### config.mk
export PLATFORM = sky130hd
export DESIGN_NAME = cp0_exception_seq
export DESIGN_NICKNAME = d
export VERILOG_FILES = /design/src/rtl/cp0_exception_seq.sv
export SDC_FILE = /design/constraint.sdc
export NUM_CORES = 1
export LEC_CHECK = 0
export ABC_AREA = 1
export BUFFER_PORTS_ARGS = -buffer_cell sky130_fd_sc_hd__buf_2
export CAP_MARGIN = 25
export CORE_AREA = 8 8 95 132
export DETAILED_ROUTE_END_ITERATION = 6
export DIE_AREA = 0 0 103 140
export PLACE_DENSITY = 0.92
export SETUP_SLACK_MARGIN = 0.5
export SYNTH_ARGS = -nofsm -noshare
export SYNTH_HDL_FRONTEND = slang
export SYNTH_SLANG_ARGS = --single-unit
### constraint.sdc
create_clock -name clk -period 9.1 [get_ports clk]
set_input_delay 1.82 -clock clk [delete_from_list [all_inputs] [get_ports clk]]
set_output_delay 1.82 -clock clk [all_outputs]
set_load 0.02 [all_outputs]
### src/rtl/cp0_exception_seq.sv
// CP0 exception/interrupt sequencer.
// Owns the single CP0 write port. It merges pipeline mtc0 writes with the
// EPC/Cause/Status trap sequence and the eret Status restore. It stalls the
// pipeline while it sequences and ends each sequence with a one-cycle PC redirect.
module cp0_exception_seq #(
    parameter int          N_INT       = 6,
    parameter logic [31:0] VECTOR_ADDR = 32'h0000_0180,
    parameter logic [4:0]  STATUS_ADDR = 5'd12,
    parameter logic [4:0]  CAUSE_ADDR  = 5'd13,
    parameter logic [4:0]  EPC_ADDR    = 5'd14
) (
    input  logic             clk,
    input  logic             rst,
    input  logic [N_INT-1:0] int_req,
    input  logic             exc_req,
    input  logic [4:0]       exc_code,
    input  logic [31:0]      exc_pc,
    input  logic             eret,
    input  logic             mtc0_we,
    input  logic [4:0]       mtc0_addr,
    input  logic [31:0]      mtc0_data,
    output logic             cp0_we,
    output logic [4:0]       cp0_waddr,
    output logic [31:0]      cp0_wdata,
    output logic             stall,
    output logic             redirect,
    output logic [31:0]      redirect_pc
);

    typedef enum logic [2:0] {
        S_IDLE     = 3'd0,
        S_W_EPC    = 3'd1,
        S_W_CAUSE  = 3'd2,
        S_W_STATUS = 3'd3,
        S_W_ERET   = 3'd4,
        S_REDIR    = 3'd5
    } state_t;

    state_t             r_state;
    state_t             w_next;
    logic [N_INT-1:0]   r_int_meta;
    logic [N_INT-1:0]   r_int_sync;
    logic [31:0]        r_status_sh;
    logic [31:0]        r_epc_sh;
    logic [31:0]        r_cap_pc;
    logic [4:0]         r_cap_code;
    logic               r_cap_is_eret;

    logic [7:0]         w_ip8;
    logic               w_idle;
    logic               w_int_take;
    logic               w_accept_trap;
    logic               w_accept_eret;

    // Cause.IP is the synchronised request level, zero-extended to eight bits.
    assign w_ip8         = 8'(r_int_sync);
    assign w_idle        = (r_state == S_IDLE);
    assign w_int_take    = r_status_sh[0] & ~r_status_sh[1]
                         & (|(r_int_sync & r_status_sh[8 +: N_INT]));
    assign w_accept_trap = w_idle & (exc_req | w_int_take);
    assign w_accept_eret = w_idle & ~exc_req & ~w_int_take & eret;

    // Two-flop synchroniser for the asynchronous interrupt lines.
    always_ff @(posedge clk or posedge rst) begin
        if (rst) begin
            r_int_meta <= '0;
            r_int_sync <= '0;
        end else begin
            r_int_meta <= int_req;
            r_int_sync <= r_int_meta;
        end
    end

    // Status and EPC shadows follow every write that leaves on the CP0 port.
    always_ff @(posedge clk or posedge rst) begin
        if (rst) begin
            r_status_sh <= '0;
            r_epc_sh    <= '0;
        end else if (cp0_we) begin
            if (cp0_waddr == STATUS_ADDR) r_status_sh <= cp0_wdata;
            if (cp0_waddr == EPC_ADDR)    r_epc_sh    <= cp0_wdata;
        end
    end

    // Capture the trap context when a trap or eret is accepted in IDLE.
    always_ff @(posedge clk or posedge rst) begin
        if (rst) begin
            r_cap_pc      <= '0;
            r_cap_code    <= '0;
            r_cap_is_eret <= 1'b0;
        end else if (w_accept_trap) begin
            r_cap_pc      <= exc_pc;
            r_cap_code    <= exc_req ? exc_code : 5'd0;
            r_cap_is_eret <= 1'b0;
        end else if (w_accept_eret) begin
            r_cap_is_eret <= 1'b1;
        end
    end

    // Sequencer state register.
    always_ff @(posedge clk or posedge rst) begin
        if (rst) r_state <= S_IDLE;
        else     r_state <= w_next;
    end

    // Next state and write-port/stall/redirect outputs.
    always_comb begin
        w_next      = r_state;
        cp0_we      = 1'b0;
        cp0_waddr   = '0;
        cp0_wdata   = '0;
        stall       = 1'b1;
        redirect    = 1'b0;
        redirect_pc = '0;
        case (r_state)
            S_IDLE: begin
                stall = 1'b0;
                if (exc_req || w_int_take) begin
                    w_next = S_W_EPC;
                end else if (eret) begin
                    w_next = S_W_ERET;
                end else if (mtc0_we && !rst) begin
                    // Pipeline mtc0 reaches the register file in the same cycle.
                    cp0_we    = 1'b1;
                    cp0_waddr = mtc0_addr;
                    cp0_wdata = mtc0_data;
                end
            end
            S_W_EPC: begin
                cp0_we    = 1'b1;
                cp0_waddr = EPC_ADDR;
                cp0_wdata = r_cap_pc;
                w_next    = S_W_CAUSE;
            end
            S_W_CAUSE: begin
                cp0_we    = 1'b1;
                cp0_waddr = CAUSE_ADDR;
                cp0_wdata = {16'h0000, w_ip8, 1'b0, r_cap_code, 2'b00};
                w_next    = S_W_STATUS;
            end
            S_W_STATUS: begin
                cp0_we    = 1'b1;
                cp0_waddr = STATUS_ADDR;
                cp0_wdata = r_status_sh | 32'h0000_0002;
                w_next    = S_REDIR;
            end
            S_W_ERET: begin
                cp0_we    = 1'b1;
                cp0_waddr = STATUS_ADDR;
                cp0_wdata = r_status_sh & ~32'h0000_0002;
                w_next    = S_REDIR;
            end
            S_REDIR: begin
                redirect    = 1'b1;
                redirect_pc = r_cap_is_eret ? r_epc_sh : VECTOR_ADDR;
                w_next      = S_IDLE;
            end
            default: begin
                stall  = 1'b0;
                w_next = S_IDLE;
            end
        endcase
    end

endmodule

* After elaboration in Yosys (flattened, before gate mapping)
Index checks and enable logic that the tools add are counted.
** Cells by class
- Multiply operators :: 0
- $add $sub $neg :: 0
- Shifts and indexed selects :: 0
- Mux-type cells :: 22
- Div/mod/pow operators :: 0
- Reductions and logical operators :: 11
- Bitwise logic cells :: 11
- Equal/unequal tests :: 8
- Magnitude comparators :: 0
** Operators with widths (number)
- two-way mux 32 bit :: 5
- case mux 32 bit (5 select lines) :: 1
- two-way mux 5 bit :: 4
- case mux 5 bit (4 select lines) :: 1
- case mux 3 bit (4 select lines) :: 1
- == test 5 x 4 -> 1 bit (second input constant) :: 2
- two-way mux 1 bit :: 7
- AND 1 bit :: 6
- AND 6 bit :: 1
- == test 3 x 2 -> 1 bit (second input constant) :: 2
- == test 3 bit (second input constant) :: 2
- two-way mux 3 bit :: 2
- OR reduction 6 bit :: 1
- OR reduction 5 bit :: 1
- AND reduction 2 bit :: 2
- OR reduction 4 bit :: 1
- == test 3 x 1 -> 1 bit (second input constant) :: 1
- zero test 3 bit :: 1
- != test 3 x 2 -> 1 bit (second input constant) :: 1
- NOT 1 bit :: 3
- case mux 1 bit (2 select lines) :: 1
- nonzero test 2 bit :: 1
- OR reduction 2 bit :: 1
- logical AND 1 bit :: 1
- other kinds (3) :: 3
** Word-level totals
- Output and inout bits :: 72
- RAM bits :: 0
- Latch bits :: 0
- Flip-flop bits (word level) :: 117
- Memory bits (read-only) :: 0
- Memories kept :: 0

* Logic depth before layout (Yosys ltp)
- Word-level depth :: 8
- Depth in mapped cells :: 14
- Gate-level depth less buffers :: 13

* Least setup slack after synthesis
Ideal clock, no wire load.
- Path kind :: input-to-output
- Start point :: in rst
- End point :: out cp0_waddr[2]
- Arrival time :: 5604 ps
- Buffers on the path :: 1
- Required time :: 7280 ps
- Setup slack :: 1676 ps
- Stages :: 6
- Cells stage by stage :: inv_1 -> nand2_1 -> inv_1 -> nand4_4 -> clkbuf_1 -> o21ai_0
** On the way
- Cells in the longest elaborated chain, start to end :: 6
** Ends and longest elaborated chain
- start, declared :: RTL line 13 : input logic rst,
- zero test 1 bit :: RTL line 122 : end else if (mtc0_we && !rst) begin
- logical AND 1 bit :: RTL line 122
- two-way mux 5 bit :: RTL line 122
- two-way mux 5 bit :: RTL line 120 : end else if (eret) begin
- two-way mux 5 bit :: RTL line 118 : if (exc_req || w_int_take) begin
- case mux 5 bit (4 select lines) :: RTL line 115 : case (r_state)
- end, declared :: RTL line 23 : output logic [4:0] cp0_waddr,
Every way passes these cells.

* Final worst setup path
- Start point :: in rst
- End point :: out cp0_wdata[31]
** On the way
- Cells in the longest elaborated chain, start to end :: 6
** Ends and longest elaborated chain
- zero test 1 bit :: RTL line 122
- logical AND 1 bit :: RTL line 122
- two-way mux 32 bit :: RTL line 122
- two-way mux 32 bit :: RTL line 120
- two-way mux 32 bit :: RTL line 118
- case mux 32 bit (5 select lines) :: RTL line 115
- end, declared :: RTL line 24 : output logic [31:0] cp0_wdata,
Every way passes these cells.

==> results.json <==
{
  "p_sw_mw": 1.16,
  "fmaxAchievable_ghz": 0.170,
  "synthMuxAreaShare": 0,
  "p_per_area_nw_per_um2": 369,
  "io_buffers": 156,
  "final_util": 0.666,
  "overflow": 0,
  "synth_top_family_by_area": "simple AND/OR/NAND/NOR gates",
  "synth_edf_count": 0,
  "slew_viol_final": 0,
  "ys.warnings.count": 0,
  "slew_headroom": 0.325,
  "p_clk_frac": 0.259,
  "r2r-start": "r_state[1]$_DFFE_PP0P_",
  "period_minus_slack_ns": 5.89,
  "critPathTopFamily": "buffers and inverters",
  "multi_input_area_um2": 2310,
  "syn_area_um2": 5680,
  "drt_iter0_drc": 682,
  "ctsRootBufferMaster": "clkbuf_16",
  "antenna_found_initial": 2,
  "place_inst": 975,
  "hp-class": "flop to flop",
  "cts_made_buffers": 17,
  "ys_seq_elements": 117,
  "crit_buf_inv": 4,
  "track_usage": 0.254,
  "hold-path-endpoint": "r_int_sync[2]$_DFF_PP0_",
  "synthSimpleGateAreaFrac": 0.335,
  "drv_cap": 0,
  "viasPerCell": 5.63,
  "grt_pass1_vias": 5513,
  "synth_top_cell_by_area": "dfrtp_1",
  "seqPwrFrac": 0.332,
  "cts_tree": "yes",
  "hold_depth": 0,
  "synth_area_leaders": "dfrtp_1, nand2_1, nand3_1",
  "dp_hpwl_um": 12400,
  "synthArstFlopShare": 1.00,
  "worstPathMaxFanout": 41,
  "dp_slack_ns": 3.29,
  "cp_slowest_cell": "o21ai_0",
  "wl_per_cell_um": 17.8,
  "hold_buffers": 0,
  "status": "complete, no violations",
  "worstPathCellList": "buf_2 -> inv_4 -> nand2_1 -> inv_1 -> nand4_4 -> o21ai_0 -> buf_2",
  "worstMarginPinSlew_ns": 1.01,
  "ir_drop_mv": 0.178,
  "via_count": 5688,
  "path_common_cell": "buf_2",
  "die_area_um2": 14400,
  "areaGrowthSynthToFinish_pct": 24.3,
  "finalSetupViolations": 0,
  "clock_skew_ns": 0.0135,
  "synth_top_area_frac": 0.516,
  "required_ns": 7.28,
  "htree_num_levels": 4,
  "grt_pass1_wl_um": 28000,
  "die_h_um": 140,
  "avgSynthCellArea_um2": 7.89,
  "pin_count": 157,
  "final_cells": 1010,
  "yosys.area_share.adder": 0,
  "start_util": 0.536,
  "worstHoldStart": "r_int_meta[2]$_DFF_PP0_",
  "reg2reg_to": "r_status_sh[28]$_DFFE_PP0P_",
  "cts_sinks": 117,
  "register_area_um2": 2930,
  "setup_ws_ns": 3.21,
  "coreArea_um2": 10600,
  "worstSkewPairLatency_ns": 0.42,
  "hold_violations": 0,
  "end_kind": "output pin",
  "synth_cells": 719,
  "nFillCells": 907,
  "synthXorXnorAreaFrac": 0,
  "nets": 939,
  "syn_nets": 804,
  "rsz0062_at_grt": "no",
  "synth_compound_area_frac": 0.0716,
  "cts_buffer_depth": 2,
  "netSwitchingFraction": 0.443,
  "arrival_ns": 4.07,
  "synth_top_flop_cell": "dfrtp_1",
  "fin_tns_setup_ns": 0,
  "r2r_slack_ns": 5.43,
  "leakagePower_nw": 3.94,
  "finalCritPeriodShare": 0.647,
  "ys_seq_area_frac": 0.516,
  "worstSetupPathType": "input pin to output pin",
  "wl_um": 18000,
  "grt_max_degree": 79,
  "ant_nets": 0,
  "combPwrFrac": 0.409,
  "cts.clk_slew.worst_paths_ns": 0.05,
  "die_w_um": 103,
  "firstDrtPassIters": 5,
  "layout-drive-gt1-share": 0.245,
  "cts_setup_buffers": 0,
  "synth.distinct_cells": 24,
  "gp_congestion": 0.914,
  "p_int_mw": 1.45,
  "slowest_delay_ns": 0.48,
  "drc_errors": 0,
  "startpoint_type": "input pin",
  "rows": 45,
  "reg2regPathDepth": 11,
  "cts_resized": 0
}
## routing by layer
layer	wire length, um	GRT usage
met1	6580	0.305
met2	8530	0.385
met3	1720	0.0665
met4	1120	0.174
met5	0	0
## cell families (layout without fill, tap and decap cells)
family / count (synthesis) / after routing
flip-flops: 117 / 117
other: 0 / 2
AND/OR/NAND/NOR: 444 / 444
AO/OA/AOI/OAI: 64 / 64
buffers and inverters: 94 / 242
## layout by cell type (no fill, tap or decap), types with 2 or more instances in the layout
master	count
diode_2	2
o21ai_1	20
nand2_2	4
nor2_4	4
nor2_2	3
nand4_1	19
inv_2	4
clkinv_2	6
clkbuf_8	3
buf_4	5
o21ai_0	9
bufinv_16	3
a21oi_1	2
buf_2	156
a221oi_1	5
clkbuf_1	2
a22oi_1	26
nand3_1	78
dfrtp_1	117
nand2_1	289
inv_1	42
clkbuf_16	17
nor2_1	43
## sequential cells by signal, summed over array words and instances, names as in the netlist
register / count
r_cap_pc: 32
r_epc_sh: 32
r_status_sh: 32
r_int_meta: 6
r_int_sync: 6
r_cap_code: 5
r_state: 3
r_cap_is_eret: 1
## cells in the mapped netlist (2+ instances only)
library cell and count:
nand2_1 289, dfrtp_1 117, nand3_1 78, nor2_1 44, inv_1 43, a22oi_1 26, buf_2 21, o21ai_1 21
nand4_1 19, clkbuf_1 17, o21ai_0 9, buf_6 8, a221oi_1 5, inv_2 4, nand2_2 4, nor2_4 4
a21oi_1 2, nor2_2 2
## area by class of cell
type	count	share of cell area
antenna	2	0.000709
clock buffer	22	0.0672
clock inverter	10	0.0181
inverter	48	0.0259
multi-input combinational	508	0.328
sequential	117	0.415
tap	141	0.0250
timing repair buffer	162	0.120
## worst register-to-register path: stages, from the launching register on
cell and delay, ns:
dfrtp_1 0.53, inv_1 0.11, nand2_1 0.11, nor2_2 0.47, buf_4 0.38, nor2_2 0.13
nand2_1 0.11, nand2_2 0.09, nor2_4 0.67, nand2_2 0.63, nand2_1 0.23, nand2_1 0.08
## worst max path at each step
| stage | slack (ns) | endpoint | start | cells past startpoint |
|---|---|---|---|---|
| global placement | 3.38 | cp0_wdata[31] | rst | 7 |
| detailed placement | 3.29 | cp0_wdata[31] | rst | 7 |
| CTS | 3.28 | cp0_wdata[31] | rst | 7 |
| finish | 3.21 | cp0_wdata[31] | rst | 7 |
| global route | 2.96 | cp0_wdata[31] | rst | 7 |
| floorplan | 1.68 | cp0_waddr[2] | rst | 6 |
## through the flow
step | cell area [um2] | hold WS (ns) | total power, mW
final | 7050 | 0.343 | 2.61
after global routing | 7050 | 0.363 | 2.75
after floorplan | 5680 | 0.331 | 1.64
after CTS | 7020 | 0.347 | 2.58
after detailed placement | 6420 | 0.335 | 1.90
after global placement | 6420 | 0.334 | 1.86
## power by group through the flow
stage	Sequential, mW	Clock (mW)	Combinational, mW
2_1_floorplan	0.800	0	0.836
3_3_place_gp	0.851	0	1.01
3_5_place_dp	0.858	0	1.04
4_1_cts	0.856	0.678	1.05
5_1_grt	0.879	0.706	1.17
6_report	0.864	0.676	1.07
(Power assumes the default switching activity.)
